**config.mk**
```make
export PLATFORM = sky130hd
export DESIGN_NAME = mux4_rr_arbiter
export DESIGN_NICKNAME = d
export VERILOG_FILES = /design/src/rtl/mux4_arb_pkg.sv /design/src/rtl/rr_pick4.sv /design/src/rtl/mux4_rr_arbiter.sv
export SDC_FILE = /design/constraint.sdc
export NUM_CORES = 1
export LEC_CHECK = 0
export CORE_MARGIN = 1
export CORE_UTILIZATION = 30
export DETAILED_ROUTE_END_ITERATION = 8
export GPL_TIMING_DRIVEN = 0
export MAX_ROUTING_LAYER = met4
export PLACE_DENSITY = 0.51
export SLEW_MARGIN = 0
export SYNTH_ARGS = -nofsm -noshare
export SYNTH_HDL_FRONTEND = slang
export SYNTH_SLANG_ARGS = --single-unit
```
**constraint.sdc**
```tcl
create_clock -name clk -period 2.25 [get_ports clk]
set_clock_uncertainty 0.15 [all_clocks]
set_input_delay 0.3375 -clock clk [delete_from_list [all_inputs] [get_ports clk]]
set_output_delay 0.3375 -clock clk [all_outputs]
set_load 0.01 [all_outputs]
```
**src/rtl/mux4_arb_pkg.sv**
```systemverilog
// Shared types and constants for the 4-way round-robin arbiter/mux.
// Latency: n/a (types, constants and a pure function only).
// Backpressure: n/a.
// Contents: arb_state_t FSM encoding, NUM_REQ, SEL_W, CNT_W, idx_to_onehot().
package mux4_arb_pkg;

  localparam int NUM_REQ = 4;
  localparam int SEL_W   = 2;
  // Hold counter width; covers MAX_HOLD-1 up to 14.
  localparam int CNT_W   = 4;

  typedef enum logic {
    IDLE  = 1'b0,
    GRANT = 1'b1
  } arb_state_t;

  function automatic logic [NUM_REQ-1:0] idx_to_onehot(input logic [SEL_W-1:0] idx);
    logic [NUM_REQ-1:0] oh;
    oh      = '0;
    oh[idx] = 1'b1;
    return oh;
  endfunction

endpackage

```
**src/rtl/rr_pick4.sv**
```systemverilog
// Rotating-priority picker: first set req bit at or after ptr, modulo 4.
// Latency: purely combinational.
// Backpressure: none; output is a pure function of req and ptr.
// Ports: req[3:0] candidates, ptr[1:0] highest-priority slot,
//        vld = any candidate, idx = index of the winner (ptr when !vld).
module rr_pick4
  import mux4_arb_pkg::*;
(
  input  logic [NUM_REQ-1:0] req,
  input  logic [SEL_W-1:0]   ptr,
  output logic               vld,
  output logic [SEL_W-1:0]   idx
);

  // Walk offsets from farthest to nearest so the nearest set bit wins.
  always_comb begin
    vld = |req;
    idx = ptr;
    for (int k = NUM_REQ - 1; k >= 0; k--) begin
      if (req[ptr + SEL_W'(k)]) begin
        idx = ptr + SEL_W'(k);
      end
    end
  end

endmodule

```
**src/rtl/mux4_rr_arbiter.sv**
```systemverilog
// 4-requester round-robin arbiter driving a shared registered 4:1 data mux.
// Latency: req -> gnt/sel 1 cycle; gnt -> f/f_valid 1 further cycle.
// Backpressure: none; a requester holds req until served, owner capped at MAX_HOLD cycles when contended.
// Ports: clk, rst (sync, active-high), req[3:0], a0..a3[WIDTH-1:0] requester data,
//        gnt[3:0] one-hot/zero grant, sel[1:0] grant index, f/f_valid shared data, busy = in GRANT.
module mux4_rr_arbiter
  import mux4_arb_pkg::*;
#(
  parameter int WIDTH    = 1,
  parameter int MAX_HOLD = 4   // legal 1..15
) (
  input  logic               clk,
  input  logic               rst,
  input  logic [3:0]         req,
  input  logic [WIDTH-1:0]   a0,
  input  logic [WIDTH-1:0]   a1,
  input  logic [WIDTH-1:0]   a2,
  input  logic [WIDTH-1:0]   a3,
  output logic [3:0]         gnt,
  output logic [1:0]         sel,
  output logic [WIDTH-1:0]   f,
  output logic               f_valid,
  output logic               busy
);

  localparam logic [CNT_W-1:0] HOLD_LAST = CNT_W'(MAX_HOLD - 1);

  arb_state_t         state_q, state_d;
  logic [3:0]         gnt_d;
  logic [SEL_W-1:0]   sel_d;
  logic [SEL_W-1:0]   ptr_q, ptr_d;
  logic [CNT_W-1:0]   cnt_q, cnt_d;
  logic               pick_vld;
  logic [SEL_W-1:0]   pick_idx;
  logic               take_new;
  logic [WIDTH-1:0]   a_sel;

  // The current owner is masked out of the candidates. In IDLE gnt is zero,
  // and when the owner has dropped req its bit is already clear, so one
  // picker serves all three "choose a new owner" situations.
  rr_pick4 u_pick (
    .req (req & ~gnt),
    .ptr (ptr_q),
    .vld (pick_vld),
    .idx (pick_idx)
  );

  always_comb begin
    state_d  = state_q;
    gnt_d    = gnt;
    sel_d    = sel;
    ptr_d    = ptr_q;
    cnt_d    = cnt_q;
    take_new = 1'b0;

    case (state_q)
      IDLE: begin
        if (pick_vld) take_new = 1'b1;
      end
      GRANT: begin
        if (req[sel]) begin
          if (cnt_q < HOLD_LAST) begin
            cnt_d = cnt_q + 4'd1;
          end else if (pick_vld) begin
            take_new = 1'b1;
          end
          // else: uncontended owner keeps the grant, count stays saturated
        end else if (pick_vld) begin
          take_new = 1'b1;
        end else begin
          state_d = IDLE;
          gnt_d   = '0;
          cnt_d   = '0;
        end
      end
      default: begin
        state_d = IDLE;
        gnt_d   = '0;
        cnt_d   = '0;
      end
    endcase

    if (take_new) begin
      state_d = GRANT;
      gnt_d   = idx_to_onehot(pick_idx);
      sel_d   = pick_idx;
      ptr_d   = pick_idx + 2'd1;
      cnt_d   = '0;
    end
  end

  always_ff @(posedge clk) begin
    if (rst) begin
      state_q <= IDLE;
      gnt     <= '0;
      sel     <= '0;
      ptr_q   <= '0;
      cnt_q   <= '0;
    end else begin
      state_q <= state_d;
      gnt     <= gnt_d;
      sel     <= sel_d;
      ptr_q   <= ptr_d;
      cnt_q   <= cnt_d;
    end
  end

  always_comb begin
    case (sel)
      2'd0:    a_sel = a0;
      2'd1:    a_sel = a1;
      2'd2:    a_sel = a2;
      default: a_sel = a3;
    endcase
  end

  // f only reloads while a grant is active, so it holds through IDLE.
  always_ff @(posedge clk) begin
    if (rst) begin
      f       <= '0;
      f_valid <= 1'b0;
    end else begin
      f_valid <= |gnt;
      if (|gnt) f <= a_sel;
    end
  end

  assign busy = (state_q == GRANT);

endmodule

```
* Yosys cells after proc, flatten, opt, wreduce, memory -nomap -nowiden *
Index checks and enable logic that the tools add are counted.

cells by class
  add/sub/neg operators = 5
  order comparisons = 8
  equal/unequal tests = 6
  multiplexer cells = 30
  bitwise logic cells = 3
  reduce and logical (&&, ||, !) cells = 8

operators with widths
  kind                                                        count
  2-to-1 mux 4 bit                                            6
  less-than comparator 2 x 3 -> 1 bit, second input constant  6
  2-to-1 mux 1 bit                                            12
  binary-select mux 1 bit (select 2 bit)                      5
  2-to-1 mux 2 bit                                            4
  OR reduction 4 bit                                          2
  != test 2 x 1 -> 1 bit, second input constant               3
  AND reduction 3 bit                                         2
  adder 2 x 1 -> 2 bit, second input constant                 2
  adder 2 bit, second input constant                          2
  adder 4 x 1 -> 4 bit, second input constant                 1
  AND 4 bit                                                   1
  less-than comparator 4 x 2 -> 1 bit, second input constant  1
  NOT 4 bit                                                   1
  case mux 1 bit (3 select lines)                             1
  demux 1 bit (select 2 bit)                                  1
  == test 2 x 1 -> 1 bit, second input constant               1
  == test 2 bit, second input constant                        1
  >= comparator 2 x 1 -> 1 bit, second input constant         1
  zero test 2 bit                                             1
  != test 2 bit, second input constant                        1
  case mux 1 bit (2 select lines)                             1
  nonzero test 2 bit                                          1
  OR reduction 2 bit                                          1
  2 further kinds                                             2

word-level totals
  register bits after elaboration = 15
  output and inout port bits = 9

* Longest topological paths before layout *
  word-level depth = 13
  gate-level depth with buffers = 7
  gate-level depth less buffers = 6

* Modules after synthesis *
Synthesis repeated with hierarchy kept, for this count alone.

unflattened totals
  cells, all modules = 81
  area total of the unflattened synthesis = 824.5 um^2

modules (own cells, without submodules)
  module           times used  cells an instance  area each (um^2)  sequential area each (um^2)
  mux4_rr_arbiter  1           65                 724.4             300.3
  rr_pick4         1           16                 100.1             0.0

* Worst setup path after synthesis *
OpenSTA, ideal clock, no wires.

  path kind = flip-flop to flip-flop
  start point = register sel[0]
  end point = register sel[1]
  setup time = 0.129 ns
  data arrival time = 1.770 ns
  required time = 1.971 ns
  setup slack = 0.201 ns
  cell stages (with the launch flop) = 7
  period minus slack after synthesis = 2.049 ns
  cells stage by stage = dfxtp_1 mux4_2 nand3_1 nor2b_1 buf_2 mux2i_1 nor2_1

on the way
  longest elaborated chain between the ends = 4

ends and longest elaborated chain
  item                                    line                    text
  start: declaration                      mux4_rr_arbiter.sv:20   output logic [1:0] sel,
  start signal: assignment                mux4_rr_arbiter.sv:102  sel <= sel_d;
  binary-select mux 1 bit (select 2 bit)  mux4_rr_arbiter.sv:61   if (req[sel]) begin
  2-to-1 mux 1 bit (implied by the code)  mux4_rr_arbiter.sv:61
  2-to-1 mux 1 bit                        mux4_rr_arbiter.sv:61
  case mux 1 bit (2 select lines)         mux4_rr_arbiter.sv:56   case (state_q)

No other way between the ends. The select of a mux whose other input is x is not followed.
A chain may end at the register's enable or synchronous reset.

* Worst setup path after layout *
  start point = input port req[2]
  end point = register sel[1]

on the way
  longest elaborated chain between the ends = 7
  elaborated cells on any way between the ends = 20

ends and longest elaborated chain
  item                                    line                   text
  start: declaration                      mux4_rr_arbiter.sv:14  input logic [3:0] req,
  AND 4 bit                               mux4_rr_arbiter.sv:42  .req (req & ~gnt),
  binary-select mux 1 bit (select 2 bit)  rr_pick4.sv:20         if (req[ptr + SEL_W'(k)]) begin
  2-to-1 mux 1 bit (implied by the code)  rr_pick4.sv:20
  2-to-1 mux 2 bit (4 in series)          rr_pick4.sv:20

Several ways; a longest one is shown, not always the timed one. The select of a mux whose other input is x is not followed.

==> metrics.yaml <==
worst_setup_path:
  endpoint_kind: "flip-flop"
  crit_path_max_fanout: 10
  crit_type: "in -> reg"
  path_cells: "clkdlybuf4s50_1 -> mux4_2 -> nand3_1 -> nor2b_2 -> clkbuf_4 -> mux2i_1 -> nor2_1"
  startpoint_type: "primary input"
  cp_slowest_stage_delay_ps: 550
  cp.arrival_ps: 2160
  cpMaxStageDelayCell: "mux4_2"
  required_ps: 2250
synthesis:
  avgSynthCellArea_um2: 9.15
  synthDistinctLibCells: 31
  synth_nets: 94
  yosys_register_bits: 15
  syn-cell-area_um2: 759
  seq_area_frac_synth_pct: 39.5
  syn_inst: 83
  ys_warn_count: 0
clocking:
  root_buffer: "clkbuf_4"
  tritoncts: "yes"
  holdBufCountCts: 0
  cts.sinks: 15
  cts_buffers: 3
  cts.clk_slew.worst_paths_ps: 90
  clock_path_buffers: 2
  htreeDepth: 1
  clkLatencyLatePin_ps: 280
placed_design:
  post-dp-hpwl_mm: 1.33
  place_area_um2: 975
  port_buffers: 18
  gp_congestion: 0.701
flow_run:
  maxCapViolCount: 0
route:
  via_per_inst: 5.19
  antenna_left: 0
  wire_per_inst_um: 13.4
  vias: 701
  wl_mm: 1.81
  firstDrtPassIters: 4
  dr.first_iter.drc_count: 14
  drc_errors: 0
layout:
  antenna_cells: 0
  fillerInstances: 243
  final_cell_mix: "clkdlybuf4s50_1 (18), dfxtp_1 (14), a21oi_1 (9), nor2_1 (9), nand2_1 (6)"
  final_area_um2: 1030
  seq_area_um2: 302
  multiInputGateArea_um2: 452
  syn2layout_area_growth_pct: 35.4
  final_common_cell: "clkdlybuf4s50_1"
  nets: 119
  layout-drive-gt1-share_pct: 13.1
global_route:
  grt_pass1_wl_mm: 2.99
  grt_overflow: 0
  grt.total_usage_pct: 15.7
  grt_pass1_vias: 645
  grt_max_degree: 11
  antenna_found_initial: 0
timing:
  relSlewSlack_pct: 65.4
  setup_violations: 0
  drv_slew: 0
  worst_pin_slew_ps: 514
  max_freq_mhz: 464
  finalHoldViolCount: 0
  period_minus_slack_ps: 2150
  finalCritPeriodShare_pct: 95.7
die:
  die_y_um: 52.3
  top_level_ports: 19
  start_util_pct: 33.1
  fp-row-count: 17
  fp.coreArea_um2: 2300
  die_area_um2: 2740
  dieWidth_um: 52.3
min_path:
  min_path_type: "reg -> reg"
power:
  peakVddDrop_v: 0.000548
  p_leak_nw: 0.401
  p_per_area_nw_per_um2: 1110
  power_w: 0.00114
run_status:
  status: "complete, no violations"
==> Yosys cell counts (all sizes together) <==
cell	instances	area (um^2)
a211oi	3	27.5
a21oi	9	45.0
a222oi	1	10.0
a2bb2oi	1	8.76
a32oi	1	8.76
and3b	2	17.5
buf	1	5.00
clkbuf	1	3.75
dfxtp	15	300
ha	1	12.5
inv	2	7.51
mux2	1	11.3
mux2i	3	30.0
mux4	2	45.0
nand2	6	22.5
nand2b	2	12.5
nand3	3	15.0
nand3b	2	15.0
nand4	1	6.26
nor2	9	33.8
nor2b	5	38.8
nor3	2	10.0
nor4	2	12.5
o21bai	1	7.51
o22a	1	8.76
o22ai	3	18.8
or2b	1	7.51
or3b	1	8.76
xnor2	1	8.76
==> worst max-delay path: cells and delay by family <==
kind          cells  cell delay (ps)
mux               2              740
simple gates      3              400
buf+inv           2              680
==> final cells by class <==
cell class / count / share of cell area [%]
plain buffers: 2 / 1.09
clock buffers: 4 / 2.55
inverters: 2 / 0.730
multi-input cells: 64 / 43.9
flip-flops and latches: 15 / 29.3
well taps: 28 / 3.41
repair buffers: 20 / 19.0
==> what timing repair did <==
item,4_1_cts,5_1_grt
buffers inserted,2,0
endpoints found under the hold margin,0,0
gates resized for setup,1,3
pin swaps,1,0
endpoints found under the setup margin,4,7
==> report_power, final <==
part | internal (W) | total (W) | switching (W)
Sequential | 0.000338 | 0.000420 | 0.0000820
Clock | 0.0000688 | 0.000153 | 0.0000847
Combinational | 0.000309 | 0.000567 | 0.000258
==> cells by family (layout without fill, tap and decap cells) <==
| group | after synthesis | after routing | share of synthesized area [%] |
|---|---|---|---|
| simple gates | 36 | 36 | 26.4 |
| compound gates | 20 | 20 | 17.8 |
| flops | 15 | 15 | 39.5 |
| mux | 6 | 6 | 11.4 |
| buf+inv | 4 | 28 | 2.14 |
| fa+ha+maj | 1 | 1 | 1.65 |
| xor+xnor | 1 | 1 | 1.15 |
==> layer usage <==
metal,vias to the layer above,global-route usage [%],part of all wire [%]
li1,361,-,-
met1,316,19.5,48
met2,22,23.8,46
met3,2,5.22,4.2
met4,0,5.26,0.94
met5,-,-,0
==> worst paths after layout <==
kind              cells after the start       end  slack, ps  startpoint
setup / recovery                      7    sel[1]        100      req[2]
hold / removal                        2  cnt_q[1]        340    cnt_q[1]
setup reg to reg                      6    sel[1]        190      sel[0]
hold reg to reg                       2  cnt_q[1]        340    cnt_q[1]
==> sequential cells by signal, summed over array words and instances, names as in the netlist <==
register  flops
cnt_q         4
gnt           4
ptr_q         2
sel           2
busy          1
f             1
f_valid       1
==> metrics by stage <==
stage / cells / hold slack [ps] / setup TNS (ps) / utilization, % / worst slack (ps)
after floorplan: 83 / 260 / 0 / - / 201
after global placement: 129 / 319 / -3800 / 42.4 / -379
after detailed placement: 129 / 324 / -3550 / 42.4 / -401
after CTS: 135 / 337 / 0 / 44.5 / 28.3
after global routing: 135 / 367 / -59.7 / 44.8 / -30.3
final: 135 / 339 / 0 / 44.8 / 96.3
No activity file was read; power rests on OpenSTA's default activity.
